--- src/rtl/npu_tile_sched_pkg.sv ---
// Shared geometry for the NPU tile scheduler: per-layer tile limits, derived index
// widths and the scheduler state encoding.
package npu_tile_sched_pkg;

   localparam int W  = 8;
   localparam int K  = 5;
   localparam int KK = K * K;

   localparam int C1_NB_TILE  = 4;
   localparam int C1_NB_TILEB = 1;
   localparam int C1_NB_TILEC = 6;

   localparam int C2_NB_TILE  = 2;
   localparam int C2_NB_TILEB = 6;
   localparam int C2_NB_TILEC = 16;

   function automatic int max_int(input int a, input int b);
      return (a > b) ? a : b;
   endfunction

   localparam int NB_TILE  = max_int(C1_NB_TILE, C2_NB_TILE);
   localparam int NB_TILEB = max_int(C1_NB_TILEB, C2_NB_TILEB);
   localparam int NB_TILEC = max_int(C1_NB_TILEC, C2_NB_TILEC);

   localparam int CLOG2T  = $clog2(NB_TILE);
   localparam int CLOG2B  = $clog2(NB_TILEB);
   localparam int CLOG2C  = $clog2(NB_TILEC);
   localparam int CLOG2K  = $clog2(K);
   // Activation span is the larger of the two layers' (nt*nt*nb) footprints.
   localparam int CLOG2M  = $clog2(max_int(C1_NB_TILE * C1_NB_TILE * C1_NB_TILEB,
                                           C2_NB_TILE * C2_NB_TILE * C2_NB_TILEB));
   localparam int CLOG2MW = $clog2(NB_TILEC * KK);

   typedef enum logic [1:0] {
      ST_IDLE = 2'd0,
      ST_RUN  = 2'd1,
      ST_WB   = 2'd2,
      ST_DONE = 2'd3
   } sched_state_e;

endpackage

--- src/rtl/npu_tile_sched_cnt.sv ---
// Wrapping up-counter: counts to the terminal value on limit, then returns to zero.
module npu_wrap_cnt #(
   parameter int WIDTH = 4
) (
   input  logic             clk,
   input  logic             rst,
   input  logic             en,
   input  logic             clr,
   input  logic [WIDTH-1:0] limit,
   output logic [WIDTH-1:0] cnt,
   output logic             last
);

   assign last = (cnt == limit);

   always_ff @(posedge clk or posedge rst) begin
      if (rst)
         cnt <= '0;
      else if (clr)
         cnt <= '0;
      else if (en)
         cnt <= last ? '0 : cnt + 1'b1;
   end

endmodule

--- src/rtl/npu_tile_sched.sv ---
// Tile scheduler: walks tile_ch > tile_r > tile_c > tile_b > k_idx for the
// selected conv layer, offering MAC steps and one write-back per output tile.
//
//  state   | meaning
//  IDLE    | waiting for start; layer latched and counters zeroed on start
//  RUN     | offering MAC steps, inner counters advance on handshake
//  WB      | output tile finished, waiting for write-back acceptance
//  DONE    | one-cycle completion pulse
module npu_tile_sched
   import npu_tile_sched_pkg::*;
(
   input  logic                  clk,
   input  logic                  rst,
   input  logic                  start,
   input  logic                  layer_sel,
   input  logic                  abort,
   output logic                  busy,
   output logic                  done,
   output logic                  step_valid,
   input  logic                  step_ready,
   output logic                  acc_clr,
   output logic [CLOG2K*2-1:0]   k_idx,
   output logic [CLOG2T-1:0]     tile_r,
   output logic [CLOG2T-1:0]     tile_c,
   output logic [CLOG2B-1:0]     tile_b,
   output logic [CLOG2C-1:0]     tile_ch,
   output logic [CLOG2MW-1:0]    w_addr,
   output logic [CLOG2M-1:0]     a_addr,
   output logic                  wb_valid,
   input  logic                  wb_ready
);

   localparam int KW = CLOG2K * 2;

   sched_state_e state_q, state_d;
   logic         layer_q;

   logic [KW-1:0]     k_lim;
   logic [CLOG2T-1:0] t_lim;
   logic [CLOG2B-1:0] b_lim;
   logic [CLOG2C-1:0] ch_lim;
   logic [CLOG2M-1:0] nt, nb;

   logic k_last, b_last, c_last, r_last, ch_last, last_tile;
   logic hs, wb_fire, cnt_clr;
   logic en_k, en_b, en_c, en_r, en_ch;

   // Counter limits are terminal values (layer count minus one).
   assign k_lim  = KW'(KK - 1);
   assign t_lim  = layer_q ? CLOG2T'(C2_NB_TILE - 1)  : CLOG2T'(C1_NB_TILE - 1);
   assign b_lim  = layer_q ? CLOG2B'(C2_NB_TILEB - 1) : CLOG2B'(C1_NB_TILEB - 1);
   assign ch_lim = layer_q ? CLOG2C'(C2_NB_TILEC - 1) : CLOG2C'(C1_NB_TILEC - 1);
   assign nt     = layer_q ? CLOG2M'(C2_NB_TILE)  : CLOG2M'(C1_NB_TILE);
   assign nb     = layer_q ? CLOG2M'(C2_NB_TILEB) : CLOG2M'(C1_NB_TILEB);

   assign hs        = (state_q == ST_RUN) && step_ready;
   assign wb_fire   = (state_q == ST_WB) && wb_ready;
   assign last_tile = c_last && r_last && ch_last;
   assign cnt_clr   = abort || (state_q == ST_DONE) || ((state_q == ST_IDLE) && start);

   // k and b wrap together on the tile's final step, so WB sees them at zero.
   assign en_k  = hs;
   assign en_b  = hs && k_last;
   assign en_c  = wb_fire && !last_tile;
   assign en_r  = en_c && c_last;
   assign en_ch = en_r && r_last;

   npu_wrap_cnt #(.WIDTH(KW)) u_cnt_k (
      .clk(clk), .rst(rst), .en(en_k), .clr(cnt_clr), .limit(k_lim),
      .cnt(k_idx), .last(k_last));

   npu_wrap_cnt #(.WIDTH(CLOG2B)) u_cnt_b (
      .clk(clk), .rst(rst), .en(en_b), .clr(cnt_clr), .limit(b_lim),
      .cnt(tile_b), .last(b_last));

   npu_wrap_cnt #(.WIDTH(CLOG2T)) u_cnt_c (
      .clk(clk), .rst(rst), .en(en_c), .clr(cnt_clr), .limit(t_lim),
      .cnt(tile_c), .last(c_last));

   npu_wrap_cnt #(.WIDTH(CLOG2T)) u_cnt_r (
      .clk(clk), .rst(rst), .en(en_r), .clr(cnt_clr), .limit(t_lim),
      .cnt(tile_r), .last(r_last));

   npu_wrap_cnt #(.WIDTH(CLOG2C)) u_cnt_ch (
      .clk(clk), .rst(rst), .en(en_ch), .clr(cnt_clr), .limit(ch_lim),
      .cnt(tile_ch), .last(ch_last));

   always_ff @(posedge clk or posedge rst) begin
      if (rst)
         layer_q <= 1'b0;
      else if ((state_q == ST_IDLE) && start && !abort)
         layer_q <= layer_sel;
   end

   always_ff @(posedge clk or posedge rst) begin
      if (rst)
         state_q <= ST_IDLE;
      else
         state_q <= state_d;
   end

   always_comb begin
      state_d    = state_q;
      busy       = (state_q != ST_IDLE);
      step_valid = (state_q == ST_RUN);
      wb_valid   = (state_q == ST_WB);
      done       = (state_q == ST_DONE);
      acc_clr    = (state_q == ST_RUN) && (tile_b == '0) && (k_idx == '0);
      case (state_q)
         ST_IDLE: if (start) state_d = ST_RUN;
         ST_RUN:  if (hs && k_last && b_last) state_d = ST_WB;
         ST_WB:   if (wb_ready) state_d = last_tile ? ST_DONE : ST_RUN;
         ST_DONE: state_d = ST_IDLE;
         default: state_d = ST_IDLE;
      endcase
      if (abort)
         state_d = ST_IDLE;
   end

   assign w_addr = CLOG2MW'(tile_ch) * CLOG2MW'(KK) + CLOG2MW'(k_idx);
   assign a_addr = (CLOG2M'(tile_r) * nt + CLOG2M'(tile_c)) * nb + CLOG2M'(tile_b);

endmodule

--- config.mk ---
export PLATFORM = sky130hd
export DESIGN_NAME = npu_tile_sched
export DESIGN_NICKNAME = d
export VERILOG_FILES = /design/src/rtl/npu_tile_sched_pkg.sv /design/src/rtl/npu_tile_sched_cnt.sv /design/src/rtl/npu_tile_sched.sv
export SDC_FILE = /design/constraint.sdc
export NUM_CORES = 1
export LEC_CHECK = 0
export CAP_MARGIN = 0
export CORE_UTILIZATION = 45
export CTS_CLUSTER_SIZE = 14
export DETAILED_ROUTE_END_ITERATION = 6
export PLACE_DENSITY = 0.72
export SYNTH_ARGS = -nofsm -noshare
export SYNTH_HDL_FRONTEND = slang
export SYNTH_SLANG_ARGS = --single-unit
--- constraint.sdc ---
create_clock -name clk -period 6.4 [get_ports clk]
set_clock_uncertainty 0.05 [all_clocks]
set_input_delay 1.92 -clock clk [delete_from_list [all_inputs] [get_ports clk]]
set_output_delay 1.92 -clock clk [all_outputs]
set_load 0.01 [all_outputs]
After elaboration in Yosys (flattened, before gate mapping) --
Index checks and enable logic that the tools add are counted. Widths: inputs -> output; s select.
Cells by class: muxes and demuxes 26, reduce and logical (&&, ||, !) cells 27, $mul 3, $add $sub $neg 8, equal/unequal tests 11
Operator list (number):
- $mux 2 | 12
- $mux 3 | 6
- $mux 6 | 3
- $mux 4 | 4
- $logic_and 1x1->1 | 13
- $reduce_bool 2->1 | 6
- $add 9x6->9 | 1
- $mul 4x5->9 const B | 1
- $pmux 2 s4 | 1
- $add 6x1->6 const B | 1
- $eq 6x5->1 const B | 1
- $logic_not 6->1 | 1
- $ne 3x2->1 const B | 2
- $add 5x2->5 | 1
- $add 5x3->5 | 1
- $mul 2x3->5 | 1
- $mul 5x3->5 | 1
- $add 2x1->2 const B | 2
- $add 4x1->4 const B | 1
- $eq 2x2->1 | 2
- $eq 2x2->1 const B | 2
- $eq 4x4->1 | 1
- $add 3x1->3 const B | 1
- $eq 3x3->1 | 1
- 7 further kinds | 9
Storage, ports and cells: output and inout port bits 36, word-level logic and storage cells 82, input bits 7, register bits after elaboration 20

Longest topological paths before layout --
Gate-level depths: netlist of the first run.
depth in word-level cells 10, depth in mapped cells 15

Modules after synthesis --
A second synthesis of the first run with hierarchy kept.
Unflattened totals: cell total of the unflattened synthesis 256, area, all modules 2267.2 sq um
Modules (own cells, without submodules):
- npu_tile_sched | cells each 132, instances 1, area an instance 1082.3 sq um
- npu_wrap_cnt at u_cnt_k | cells each 45, instances 1, area an instance 434.2 sq um
- npu_wrap_cnt at u_cnt_ch | cells each 27, instances 1, area an instance 284.0 sq um
- npu_wrap_cnt at u_cnt_c ... | cells each 16, instances 2, area an instance 133.9 sq um
- npu_wrap_cnt at u_cnt_b | cells each 20, instances 1, area an instance 198.9 sq um

Worst setup path before layout of the first run --
OpenSTA, ideal clock, no wires.
kind reg2out, start reg layer_q, end out a_addr[4], arrival time 3526 ps, stages on the path, launching flop included 16, slack 904 ps, buffers on the path 2, data required time 4430 ps, cell sequence dfrtp_1 -> buf_6 -> clkbuf_1 -> and2_1 -> ha_1 -> ha_1 -> inv_1 -> fa_1 -> or2_2 -> fa_1 -> inv_1 -> ha_1 -> ha_1 -> a21oi_1 -> xnor2_1 -> xnor2_1
On the way: word-level cells in the longest chain between the ends 5
RTL lines:
- from (decl) | line npu_tile_sched.sv:36 | logic layer_q;
- from (signal assigned) | line npu_tile_sched.sv:92 | layer_q <= layer_sel;
- $mux 3 | line npu_tile_sched.sv:53 | assign nt = layer_q ? CLOG2M'(C2_NB_TILE) : CLOG2M'(C1_NB_TILE);
- $mul 2x3->5 | line npu_tile_sched.sv:121 | assign a_addr = (CLOG2M'(tile_r) * nt + CLOG2M'(tile_c)) * nb + CLOG2M'(tile_b);
- $add 5x2->5 | line npu_tile_sched.sv:121
- $mul 5x3->5 (*) | line npu_tile_sched.sv:121
- $add 5x3->5 (*) | line npu_tile_sched.sv:121
- to (decl) | line npu_tile_sched.sv:28 | output logic [CLOG2M-1:0] a_addr,
Every way passes the cells marked *; elsewhere a longest branch is shown, timed or not.

Worst setup path in the final report of the first run --
start reg u_cnt_r.cnt[0], end out a_addr[4]
On the way: word-level cells in the longest chain between the ends 4
RTL lines:
- from (decl) | line npu_tile_sched_cnt.sv:10 | output logic [WIDTH-1:0] cnt,
- from (signal assigned) | line npu_tile_sched_cnt.sv:22 | cnt <= last ? '0 : cnt + 1'b1;
- $mul 2x3->5 | line npu_tile_sched.sv:121
- $add 5x2->5 | line npu_tile_sched.sv:121
- $mul 5x3->5 | line npu_tile_sched.sv:121
- $add 5x3->5 | line npu_tile_sched.sv:121
Every way passes these cells.

==> impl_metrics.env, run 1 <==
export IMPL_track_usage=0.186
export IMPL_drt_wl_total_um=4230
export IMPL_i_o_pin_cnt=43
export IMPL_synth_top_family_by_area="adder cells"
export IMPL_holdBufCountCts=0
export IMPL_run_status="finished, final reports clean"
export IMPL_final_setup_tns_ns=0
export IMPL_worstPathArrival_ns=4.18
export IMPL_ys_seq_elements=20
export IMPL_finalNetCount=316
export IMPL_power_density_nw_per_um2=130
export IMPL_clockRootBuffer="clkbuf_8"
export IMPL_floorplan_die_height_um=69.5
export IMPL_relSlewSlack=0.455
export IMPL_grt_start_max_net_pins=21
export IMPL_globalRoute_totalOverflow=0
export IMPL_max_freq_mhz=163
export IMPL_yosysTopAreaCell="dfrtp_1"
export IMPL_ys_dominant_reg_cell="dfrtp_1"
export IMPL_initial_core_util=0.471
export IMPL_drt_iter0_markers=81
export IMPL_placement_io_buffers=42
export IMPL_hp_class="reg -> reg"
export IMPL_width_of_the_die_um=69.5
export IMPL_power_report_internal_total_mw=0.223
export IMPL_sw_frac_of_total=0.331
export IMPL_period_needed_ns=6.15
export IMPL_synth_top_cells_by_area="dfrtp_1 24%, ha_1 18%, fa_1 7.8%"
export IMPL_register_area_share_after_synthesis=0.244
export IMPL_yosys_warnings=0
export IMPL_timing_final_max_slew_violations=0
export IMPL_multi_input_area_um2=1430
export IMPL_area_delta_synth_final_pct=24.9
export IMPL_seq_power_share=0.424
export IMPL_final_setup_viol_count=0
export IMPL_report_final_hold_viol_count=0
export IMPL_stdcell_count=321
export IMPL_vias_per_cell=5.27
export IMPL_grt_first_pass_wirelength_um=7230
export IMPL_cp_top_family="adder cells"
export IMPL_yosys_cell_types_count=46
export IMPL_combinationalPowerShare=0.321
export IMPL_crit_path_top_delay_cell="clkdlybuf4s50_1"
export IMPL_rows=24
export IMPL_drc_errors=0
export IMPL_synth_compound_area_frac=0.135
export IMPL_n_fill_cell=379
export IMPL_finalCritPeriodShare=0.961
export IMPL_slowest_delay_ns=0.56
export IMPL_timing_critical_path_cells="and2_1 -> ha_1 -> ha_1 -> inv_1 -> fa_1 -> or2_2 -> fa_1 -> inv_1 -> ha_1 -> ha_1 -> a21oi_1 -> xnor2_1 -> xnor2_1 -> clkdlybuf4s50_1"
export IMPL_worst_path_buf_inv=3
export IMPL_post_synth_xor_area_fraction=0.0720
export IMPL_critPathRequiredTime_ns=4.43
export IMPL_postSynthCellCount=227
export IMPL_wl_per_cell_um=13.2
export IMPL_sequential_cell_area_um2=500
export IMPL_number_of_instances_in_the_placed_design=318
export IMPL_routed_via_count=1693
export IMPL_fraction_of_the_mapped_netlist_area_in_adder_cells=0.261
export IMPL_dr_pass1_iters=4
export IMPL_worstMarginPinSlew_ns=0.816
export IMPL_worstPathMaxFanout=8
export IMPL_max_clock_path_buffers=2
export IMPL_cts_tree="built"
export IMPL_grt_pass1_vias=1582
export IMPL_synth_simple_area_share=0.208
export IMPL_htree_levels=1
export IMPL_post_cts_buffers=0
export IMPL_cts_made_buffers=3
export IMPL_syn_nets=272
export IMPL_gpl_final_weighted_congestion=0.785
export IMPL_max_cap_violations=0
export IMPL_yosys_mux_area_fraction=0.0201
export IMPL_grt_antenna_before_repair=0
export IMPL_synth_top_area_share=0.244
export IMPL_cpMostUsedCell="ha_1"
export IMPL_clk_pin_slew_ns=0.08
export IMPL_syn_area_um2=2050
export IMPL_number_of_sinks_handled_by_clock_tree_synthesis=20
export IMPL_post_synth_cell_area_avg_um2=9.03
export IMPL_core_area_um2=4350
export IMPL_dp_final_hpwl_um=3360
export IMPL_crit_path_end_kind="primary output"
export IMPL_clock_latency_ns=0.26
export IMPL_leakage_nw=1.21
export IMPL_vdd_ir_drop_max_uv=125
export IMPL_post_synth_arst_share=1.00
export IMPL_diodes=0
export IMPL_total_switching_power_mw=0.110
export IMPL_rsz0062_at_grt="false"
export IMPL_setup_worst_path_class="reg -> out"
export IMPL_detail_route_antenna_nets=0
export IMPL_post_cts_resized_instances=0
export IMPL_drive_above_1_share=0.0595
export IMPL_dieArea_um2=4830
export IMPL_synth_edff_count=0
export IMPL_type_of_origin_of_the_critical_path="flip-flop"
export IMPL_clkPwrFrac=0.255
-- worst paths after layout --
check | startpoint | end | slack [ns] | cells past startpoint
setup / recovery | u_cnt_r.cnt[0] | a_addr[4] | 0.25 | 14
hold / removal | state_q[0] | state_q[0] | 0.51 | 1
setup reg to reg | layer_q | u_cnt_ch.cnt[2] | 4.23 | 7
hold reg to reg | state_q[0] | state_q[0] | 0.51 | 1
max in group asynchronous | rst | u_cnt_b.cnt[2] | 3.72 | 2
min in group asynchronous | rst | u_cnt_ch.cnt[0] | 2.07 | 2
-- routing by layer --
| layer | vias up | routed length (um) | track usage |
|---|---|---|---|
| met2 | 22 | 2000 | 0.307 |
| met4 | 0 | 17 | 0.0272 |
| li1 | 867 | - | - |
| met5 | - | 0 | 0 |
| met3 | 2 | 124 | 0.0363 |
| met1 | 802 | 2090 | 0.258 |
-- layout make-up --
type | instances | share of cell area
well taps | 52 | 0.0254
clock buffers | 3 | 0.0161
flip-flops and latches | 20 | 0.196
multi-input cells | 178 | 0.559
repair buffers | 43 | 0.167
inverters | 25 | 0.0367
-- registers in the layout (all words and copies together), names as in the netlist --
name,flops
layer_q,1
state_q,2
u_cnt_b.cnt,3
u_cnt_c.cnt,2
u_cnt_ch.cnt,4
u_cnt_k.cnt,6
u_cnt_r.cnt,2
-- per-stage QoR --
stage               utilization  instance area, um2  worst slack, ns  hold WS [ns]  power, mW
floorplan                     -                2050            0.904         0.450      0.213
global placement          0.578                2520            0.572         0.487      0.249
detailed placement        0.578                2520            0.542         0.505      0.251
CTS                       0.588                2560            0.229         0.515      0.337
global route              0.588                2560           0.0162         0.559      0.351
finish                    0.588                2560            0.249         0.514      0.333
-- cells in the final DEF, fill, tap and decap left out, drive strengths merged, types with 2 or more instances in the layout --
master,instances
ha,30
nor3,5
nor2b,2
xnor2,13
a211oi,3
or3,5
xor2,3
o21ai,11
mux2i,3
nand3b,2
clkbuf,3
nand3,5
nor2,15
or2,3
and2b,2
inv,25
nand4b,3
clkdlybuf4s50,42
nor3b,3
a21oi,17
nand2b,2
and2,3
o31ai,2
a21o,3
dfrtp,20
fa,8
nand2,21
-- logic make-up (layout without fill, tap and decap cells) --
| group | Yosys count | in the layout |
|---|---|---|
| fa+ha+maj | 38 | 38 |
| xor+xnor | 16 | 16 |
| mux | 4 | 4 |
| flops | 20 | 20 |
| other cells | 1 | 1 |
| compound gates | 43 | 43 |
| simple gates | 76 | 76 |
| buf+inv | 29 | 71 |
-- power groups by stage --
stage / logic, mW / clock network, mW / registers (mW)
final: 0.107 / 0.0847 / 0.141
after global routing: 0.117 / 0.0911 / 0.143
after CTS: 0.108 / 0.0872 / 0.141
after detailed placement: 0.107 / 0 / 0.144
after global placement: 0.105 / 0 / 0.144
after floorplan: 0.0707 / 0 / 0.142
-- cells in the mapped netlist, drive strengths merged, types with 5 or more instances --
cell type,n
ha,30
inv,25
nand2,21
dfrtp,20
a21oi,17
nor2,15
xnor2,13
o21ai,11
fa,8
nand3,5
nor3,5
or3,5
(Power assumes the default switching activity.)
==> run 2: changes to the inputs <==
--- a/config.mk
+++ b/config.mk
@@ -9,7 +9,9 @@
 export CORE_UTILIZATION = 45
 export CTS_CLUSTER_SIZE = 14
 export DETAILED_ROUTE_END_ITERATION = 6
-export PLACE_DENSITY = 0.72
+export PLACE_DENSITY = 0.71
+export REMOVE_ABC_BUFFERS = 1
 export SYNTH_ARGS = -nofsm -noshare
 export SYNTH_HDL_FRONTEND = slang
+export SYNTH_HIERARCHICAL = 1
 export SYNTH_SLANG_ARGS = --single-unit
==> run 2 against run 1 <==
Against the previous run: sequential share of layout area decreased by 2.3 points; global-route usage about the same; combinational power decreased by 39%; setup slack got worse by 0.029 ns; hold slack improved by 0.090 ns; highest routed layer unchanged; routed wire length increased by 8.2%; utilization increased by 1.7 points; critical path depth unchanged; non-clock buffer count unchanged.
==> impl_metrics.env, run 2 <==
export IMPL_run_status="finished, final reports clean"
export IMPL_grt_pass1_vias=1700
export IMPL_timing_critical_path_cells="and2_1 -> ha_1 -> ha_1 -> inv_1 -> fa_1 -> or2_2 -> fa_1 -> inv_1 -> ha_1 -> ha_1 -> a21oi_1 -> xnor2_1 -> xnor2_1 -> clkdlybuf4s50_1"
export IMPL_number_of_sinks_handled_by_clock_tree_synthesis=20
export IMPL_clock_latency_ns=0.26
export IMPL_drive_above_1_share=0.0603
export IMPL_critPathRequiredTime_ns=4.43
export IMPL_routed_via_count=1901
export IMPL_initial_core_util=0.474
export IMPL_power_density_nw_per_um2=112
export IMPL_leakage_nw=1.42
export IMPL_cts_made_buffers=3
export IMPL_syn_area_um2=2270
export IMPL_i_o_pin_cnt=43
export IMPL_worst_path_buf_inv=3
export IMPL_setup_worst_path_class="reg -> out"
export IMPL_yosys_cell_types_count=46
export IMPL_report_final_hold_viol_count=0
export IMPL_detail_route_antenna_nets=0
export IMPL_hp_class="reg -> reg"
export IMPL_highest_count_cells_in_the_layout_ignoring_fill_and_taps="42 x clkdlybuf4s50_1, 28 x ha_1, 27 x inv_1"
export IMPL_worst_r2r_path_depth=7
export IMPL_max_cap_violations=0
export IMPL_area_delta_synth_final_pct=27.7
export IMPL_ys_seq_elements=20
export IMPL_gpl_final_weighted_congestion=0.766
export IMPL_regToRegStartpoint="layer_q"
export IMPL_largest_register_ffs=6
export IMPL_synth_most_common_cell="ha_1"
export IMPL_min_from="u_cnt_b/cnt[1]"
export IMPL_post_synth_cell_area_avg_um2=8.86
export IMPL_endpoint="a_addr[4]"
export IMPL_path_depth=14
export IMPL_width_of_the_die_um=73.0
export IMPL_drt_iter0_markers=68
export IMPL_synth_top_cells_by_area="dfrtp_1 22%, ha_1 15%, fa_1 7.1%"
export IMPL_rsz0062_at_grt="false"
export IMPL_cp_top_family="adder cells"
export IMPL_worstPathArrival_ns=4.21
export IMPL_grt_start_max_net_pins=23
export IMPL_diodes=0
export IMPL_slowest_delay_ns=0.55
export IMPL_yosysTopAreaCell="dfrtp_1"
export IMPL_placement_io_buffers=42
export IMPL_finalCritPeriodShare=0.966
export IMPL_clockRootBuffer="clkbuf_8"
export IMPL_registers_top_by_ff_count="u_cnt_k/cnt"
export IMPL_timing_reg2reg_setup_slack_ns=3.77
export IMPL_floorplan_die_height_um=73.0
export IMPL_synth_top_area_share=0.221
export IMPL_relSlewSlack=0.274
export IMPL_globalRoute_totalOverflow=0
export IMPL_wl_per_cell_um=12.0
export IMPL_holdBufCountCts=0
export IMPL_post_cts_buffers=0
export IMPL_max_freq_mhz=162
export IMPL_post_synth_arst_share=1.00
export IMPL_yosys_warnings=6
export IMPL_drc_errors=0
export IMPL_clk_pin_slew_ns=0.08
export IMPL_worstMarginPinSlew_ns=1.09
export IMPL_final_core_util=0.605
export IMPL_dieArea_um2=5330
export IMPL_vias_per_cell=4.98
export IMPL_mostFrequentLayoutCell="clkdlybuf4s50_1"
export IMPL_worstPathMaxFanout=8
export IMPL_register_area_share_after_synthesis=0.221
export IMPL_synth_top_cells_by_count="28 x ha_1, 27 x inv_1, 20 x dfrtp_1"
export IMPL_grt_first_pass_wirelength_um=7770
export IMPL_finalNetCount=359
export IMPL_final_setup_viol_count=0
export IMPL_post_cts_resized_instances=0
export IMPL_cpMostUsedCell="ha_1"
export IMPL_drt_wl_total_um=4580
export IMPL_htree_levels=1
export IMPL_period_needed_ns=6.18
export IMPL_crit_path_top_delay_cell="clkdlybuf4s50_1"
export IMPL_grt_antenna_before_repair=0
export IMPL_final_setup_tns_ns=0
export IMPL_crit_path_end_kind="primary output"
export IMPL_postSynthCellCount=256
export IMPL_type_of_origin_of_the_critical_path="flip-flop"
export IMPL_dp_final_hpwl_um=3640
export IMPL_worstReg2RegEnd="u_cnt_ch/cnt[2]"
export IMPL_critPathLaunch="u_cnt_r/cnt[0]"
export IMPL_track_usage=0.186
export IMPL_synth_edff_count=0
export IMPL_dr_pass1_iters=4
export IMPL_ys_dominant_reg_cell="dfrtp_1"
export IMPL_cts_tree="built"
export IMPL_rows=25
export IMPL_core_area_um2=4790
export IMPL_timing_final_max_slew_violations=0
export IMPL_biggestRegsByFlops="u_cnt_k/cnt (6), u_cnt_ch/cnt (4), u_cnt_b/cnt (3)"
export IMPL_max_clock_path_buffers=2
export IMPL_vdd_ir_drop_max_uv=110
## run 2: through the flow
stage | instances | setup slack, ns | total power, mW | instance area [um2] | hold slack (ns)
2_1_floorplan | 268 | 0.883 | 0.176 | 2310 | 0.551
3_3_place_gp | 378 | 0.561 | 0.198 | 2820 | 0.583
3_5_place_dp | 378 | 0.490 | 0.199 | 2820 | 0.590
4_1_cts | 382 | 0.187 | 0.327 | 2900 | 0.603
5_1_grt | 382 | 0.0372 | 0.340 | 2900 | 0.635
6_report | 382 | 0.219 | 0.324 | 2900 | 0.604
## run 2: logic make-up (layout without fill, tap and decap cells)
logic type	Yosys count	count (layout)	synth area share
other cells	2	18	0.00331
fa+ha+maj	36	36	0.225
buf+inv	31	74	0.0513
simple gates	98	98	0.260
compound gates	36	36	0.106
flops	20	20	0.221
mux	4	4	0.0182
xor+xnor	29	29	0.115
## run 2: worst min-delay path by stage
stage / end / slack, ns / cells past startpoint
2_1_floorplan: state_q[0] / 0.55 / 2
3_3_place_gp: u_cnt_b/cnt[1] / 0.58 / 2
3_5_place_dp: u_cnt_b/cnt[1] / 0.59 / 2
4_1_cts: u_cnt_b/cnt[1] / 0.60 / 2
5_1_grt: u_cnt_b/cnt[1] / 0.63 / 2
6_report: u_cnt_b/cnt[1] / 0.60 / 2
## run 2: worst register-to-register path, delay by kind of cell, from the launching register on
kind                   cells  cell delay (ns)
AND/OR/NAND/NOR            3             1.17
AO/OA/AOI/OAI              2             0.54
flip-flops                 1             0.42
buffers and inverters      1             0.20
XOR/XNOR                   1             0.13
## run 2: layout make-up
cell class                      count  area, um2
Tap cell                           67       83.8
Multi-Input combinational cell    221       1710
Clock inverter                      1       30.0
Clock buffer                        3       41.3
Inverter                           27        101
Timing Repair Buffer               43        428
Sequential cell                    20        500
Fill cell                         422       1890
## run 2: where the power goes
part | total (mW) | internal, mW | switching [mW]
Sequential | 0.131 | 0.128 | 0.00276
Combinational | 0.0657 | 0.0268 | 0.0388
Clock | 0.128 | 0.0836 | 0.0442
Total | 0.324 | 0.239 | 0.0858
## run 2: metal layers
layer,wire [um],track usage,up-vias
li1,-,-,986
met4,15,0.0218,0
met2,2110,0.290,34
met3,181,0.0331,3
met5,0,0,-
met1,2270,0.275,878
==> edit 1: new RTL, settings of run 2 <==
`C2_NB_TILEC`: 16 -> 8.
--- a/src/rtl/npu_tile_sched_pkg.sv
+++ b/src/rtl/npu_tile_sched_pkg.sv
@@ -14,3 +14,3 @@
    localparam int C2_NB_TILEB = 6;
-   localparam int C2_NB_TILEC = 16;
+   localparam int C2_NB_TILEC = 8;
 
Interface: changed (resized tile_ch and w_addr); port bits go from 43 to 41. No check against the original RTL was run, so the function may have changed too.
==> edit 1 against run 2 <==
Fmax up 1.3%. Clock power shrank 32%. Total power shrank 16%. Area after synthesis is 7.6% lower. First-iteration DRC count rose by 40%. Cell area fell by 8.0%. Worst setup slack improved by 0.080 ns. Sequential cell count shrank 1. Wire length down 5.5%. Critical path type unchanged. Largest cell class unchanged. Highest routed layer unchanged.
==> edit 1: results (changes against run 2) <==
- Global-route wire length before repair: 7630 um (was 7770 um)
- Buffering overhead: 0.153 (was 0.148)
- Result of the run: completed (unchanged)
- Count of placed standard cells including taps: 338 (was 378)
- Vias per inst: 5.03 (was 4.98)
- Met3 Track Usage GR: 0.0303 (was 0.0331)
- Area added between synthesis and finish: 27.2% (was 27.7%)
- Count of filler cells inserted in the layout: 403 (was 422)
- GR met2 Demand/Resource: 0.316 (was 0.290)
- IR Drop Worst-Case VDD: 0.0955 mV (was 0.110 mV)
- Area post-placement: 0.00262 mm^2 (was 0.00282 mm^2)
- Post-synth cell types: 47 (was 46)
- Biggest registers after layout: u_cnt_k/cnt: 6 flops, u_cnt_b/cnt: 3 flops, u_cnt_ch/cnt: 3 flops (was u_cnt_k/cnt: 6 flops, u_cnt_ch/cnt: 4 flops, u_cnt_b/cnt: 3 flops)
- Number of placement rows: 24 (was 25)
- Min-Delay Startpoint: u_cnt_r/cnt[0] (was u_cnt_b/cnt[1])
- Global routing usage on met1: 0.262 (was 0.275)
- Non-clk bufs: 41 (was 43)
- Non-clock inverter total of the final layout: 19 (was 27)
- Layout net count: 331 (was 359)
- Leakage power: 1.33 nW (was 1.42 nW)
- DRT Wirelength: 4330 um (was 4580 um)
- Fraction of power spent switching nets: 0.303 (was 0.265)
- Proportion of synthesized chip area in sequential cells: 0.227 (was 0.221)
- Multi-input combinational gate total: 207 (was 221)
- Sequential standard cell area: 475 um^2 (was 500 um^2)
- Clock insertion delay at the later pin of the skew report: 0.26 ns (about the same)
- Global Route Usage Sum: 0.193 (was 0.186)
- Port Buffer Count: 40 (was 42)
- Worst slew pin tran: 0.731 ns (was 1.09 ns)
- Pre-CTS setup slack: 0.566 ns (was 0.490 ns)
- Most common library cells after synthesis: ha_1, dfrtp_1, inv_1, xor2_1, a21oi_1 (was ha_1, inv_1, dfrtp_1, a21oi_1, xor2_1)
- Routability congestion estimate from global placement: 0.809 (was 0.766)
- Share of Yosys cell area claimed by the top area cell type: 0.227 (was 0.221)
- Initial drt markers: 95 (was 68)
- Main area contributors after synthesis: dfrtp_1, ha_1, xor2_1, fa_1, a21oi_1 (was dfrtp_1, ha_1, fa_1, xor2_1, inv_1)
- Clock buf/inv share: 0.0174 (was 0.0246)
- Mapped Cells: 231 (was 256)
- Data arrival time of the worst path: 4.13 ns (was 4.21 ns)
- Largest net degree at the start of global routing: 20 (was 23)
==> edit 1: changes by cell type in the layout (fill, tap and decap cells not counted), moves of 2 or more <==
cell,change
inv_1,-8
a21oi_2,+4
nand3_1,-4
nor2_1,-4
nor3b_1,-3
a21oi_1,-2
clkdlybuf4s50_1,-2
ha_1,-2
nand2_1,-2
nor3_1,+2
==> edit 1: per-layer routing <==
| metal | part of all wire | vias to the layer above |
|---|---|---|
| met5 | 0 | - |
| met4 | 0.012 | 0 |
| met3 | 0.021 | 5 |
| met2 | 0.47 | 23 |
| met1 | 0.50 | 794 |
| li1 | - | 899 |
==> edit 1: power groups by stage <==
stage          Clock [mW]  Combinational (mW)  Sequential, mW
2_1_floorplan           0              0.0365           0.130
3_5_place_dp            0              0.0624           0.127
6_report           0.0866              0.0627           0.124
3_3_place_gp            0              0.0613           0.127
5_1_grt            0.0936              0.0694           0.125
4_1_cts            0.0889              0.0627           0.124
==> edit 1: final timing paths <==
path / cells past startpoint / slack, ns / end
min in group asynchronous: 2 / 1.94 / u_cnt_c/cnt[0]
max: 14 / 0.30 / a_addr[4]
min: 2 / 0.61 / u_cnt_r/cnt[0]
max in group asynchronous: 2 / 4.10 / u_cnt_k/cnt[3]
min reg2reg: 2 / 0.61 / u_cnt_r/cnt[0]
max reg2reg: 9 / 4.23 / u_cnt_ch/cnt[2]
==> edit 1: kinds of logic after synthesis <==
kind of cell / count (synthesis) / share of synthesized area
mux: 4 / 0.0203
compound gates: 35 / 0.114
xor+xnor: 28 / 0.117
other cells: 2 / 0.00359
flops: 19 / 0.227
fa+ha+maj: 33 / 0.222
buf+inv: 22 / 0.0400
simple gates: 88 / 0.256
==> edit 1: tightest hold or removal path: stages (launching register included) <==
cell and delay (ns):
dfrtp_1 0.47, nand2b_1 0.10, a21oi_1 0.06
==> edit 2: new RTL, config.mk and constraints of run 2 <==
Without the edit above. Re-encode `sched_state_e` (4 states) as one-hot, 4 bits wide.
--- a/src/rtl/npu_tile_sched_pkg.sv
+++ b/src/rtl/npu_tile_sched_pkg.sv
@@ -33,7 +33,7 @@
 
-   typedef enum logic [1:0] {
-      ST_IDLE = 2'd0,
-      ST_RUN  = 2'd1,
-      ST_WB   = 2'd2,
-      ST_DONE = 2'd3
+   typedef enum logic [3:0] {
+      ST_IDLE = 4'b0001,
+      ST_RUN  = 4'b0010,
+      ST_WB   = 4'b0100,
+      ST_DONE = 4'b1000
    } sched_state_e;
Behaviour: same outputs for any inputs over 10 cycles, from zero or initial values and one cycle with rst high; not proved beyond that.
==> edit 2 against run 2 <==
Sequential cell count is 2 higher. Wire length is 7.5% higher. Final cell count is 1.0% higher. Area after synthesis is 4.5% higher. Total power is 12% higher. Worst setup slack better by 0.21 ns. Count of clock-buffer cells in the layout is 1 higher. Clock power is 28% lower. Cell area is 2.7% higher.
==> edit 2: results (changes against run 2) <==
- Clock insertion delay at the later pin of the skew report: 0.26 ns (about the same)
- Worst slew pin tran: 0.828 ns (was 1.09 ns)
- Routed wire length per instance: 12.8 um (was 12.0 um)
- Async SR Flop Fraction: 1.00 (unchanged)
- Min-Delay Startpoint: state_q[2] (was u_cnt_b/cnt[1])
- DRT Wirelength: 4930 um (was 4580 um)
- Main area contributors after synthesis: dfrtp_1, ha_1, xor2_1, fa_1, inv_1 (was dfrtp_1, ha_1, fa_1, xor2_1, inv_1)
- Proportion of synthesized chip area in sequential cells: 0.233 (was 0.221)
- Number of buffers on the longest clock path: 2 (unchanged)
- Most common library cells after synthesis: ha_1, inv_1, dfrtp_1, xor2_1, a21oi_1 (was ha_1, inv_1, dfrtp_1, a21oi_1, xor2_1)
- Power dissipated by switching net loads: 124 uW (was 85.8 uW)
- Syn avg cell area: 9.22 um^2 (was 8.86 um^2)
- Crit-path max FO: 10 (was 8)
- Post-synth cell types: 54 (was 46)
- Global-route wire length before repair: 8610 um (was 7770 um)
- Xor and xnor fraction of the mapped netlist area: 0.110 (was 0.115)
- Mux cell area share after synthesis: 0.0132 (was 0.0182)
- Pre-CTS setup slack: 0.719 ns (was 0.490 ns)
- Slowest cell on the critical path: clkdlybuf4s50_1 (unchanged)
- Number of detailed-routing iterations run before antenna repair: 6 (was 4)
- Layout cell share with drive strength beyond 1: 0.0665 (was 0.0603)
- Data arrival time of the worst path: 4.00 ns (was 4.21 ns)
- Count of filler cells inserted in the layout: 481 (was 422)
- Synthesized-area fraction occupied by ao, oa, aoi and oai cells: 0.129 (was 0.106)
- Adder-cell area share of the yosys netlist: 0.216 (was 0.225)
- Layout net count: 360 (was 359)
- Post-synth top flop: dfrtp_1 (unchanged)
- Half-perimeter wire length after detailed placement: 3950 um (was 3640 um)
- Number of global-route vias before repair: 1,947 (was 1,700)
- Routability congestion estimate from global placement: 0.783 (was 0.766)
- Global Route Usage Sum: 0.197 (was 0.186)
- Worst R2R Setup Slack: 3.66 ns (was 3.77 ns)
- Count of placed standard cells including taps: 382 (was 378)
- Result of the run: completed (unchanged)
- IR Drop Worst-Case VDD: 0.120 mV (was 0.110 mV)
- CP Launch Point: layer_q (was u_cnt_r/cnt[0])
- Routed vias: 2,002 (was 1,901)
- Biggest registers after layout: u_cnt_k/cnt: 6 flops, state_q: 4 flops, u_cnt_ch/cnt: 4 flops (was u_cnt_k/cnt: 6 flops, u_cnt_ch/cnt: 4 flops, u_cnt_b/cnt: 3 flops)
- Leakage power: 1.45 nW (was 1.42 nW)
- Initial drt markers: 51 (was 68)
- Top achievable clock speed: 0.168 GHz (was 0.162 GHz)
- Number of buffers added by the clock tree synthesis step: 3 (unchanged)
[edit 2: changes by cell type after synthesis, sizes merged, moves of 2 or more]
| cell | delta |
|---|---|
| nand2 | -6 |
| xnor2 | -2 |
| inv | -4 |
| or4 | +2 |
| and2 | +3 |
| nor4b | +2 |
| nand3 | -2 |
| a211oi | +2 |
| xor2 | +2 |
[edit 2: metrics by stage]
stage	instance area, um^2	hold slack [ns]	utilization
after global placement	2930	0.530	0.577
after CTS	2970	0.562	0.586
after floorplan	2410	0.506	-
after detailed placement	2930	0.549	0.577
final	2970	0.560	0.586
after global routing	2970	0.587	0.586
[edit 2: layer usage]
layer  track usage  part of all wire  vias up
met5             0                 0        -
met4        0.0482            0.0043        0
met3        0.0244             0.036        4
met2         0.361              0.49       42
met1         0.244              0.47      947
li1              -                 -     1009
[edit 2: tightest hold or removal path, stage by stage, from the launching register on]
cell and delay (ns):
dfrtp_1 0.42, inv_1 0.10, a21boi_2 0.05
[edit 2: path summary, 6_finish.rpt]
check,endpoint,depth (start not counted)
setup / recovery,a_addr[4],13
hold / removal,state_q[2],2
setup reg to reg,u_cnt_ch/cnt[2],8
hold reg to reg,state_q[2],2
max in group asynchronous,state_q[0],2
min in group asynchronous,u_cnt_c/cnt[1],2
[edit 2: final cells by class]
cell class / count / area, um^2 / share of cell area
clock buffer: 4 / 45.0 / 0.0151
inverter: 23 / 86.3 / 0.0290
tap: 70 / 87.6 / 0.0294
sequential: 22 / 552 / 0.186
multi-input combinational: 224 / 1780 / 0.597
timing repair buffer: 43 / 428 / 0.144
[edit 2: power by group through the flow]
stage | registers [mW] | logic (mW) | clock network [mW]
floorplan | 0.159 | 0.0730 | 0
global placement | 0.156 | 0.115 | 0
detailed placement | 0.157 | 0.116 | 0
CTS | 0.155 | 0.117 | 0.0932
global route | 0.156 | 0.129 | 0.0990
finish | 0.155 | 0.116 | 0.0916
[edit 2: cells by family (layout without fill, tap and decap cells)]
group	count (synthesis)	in the layout
fa+ha+maj	36	36
simple gates	95	95
compound gates	43	43
mux	3	3
xor+xnor	29	29
flops	22	22
other cells	2	18
buf+inv	27	70
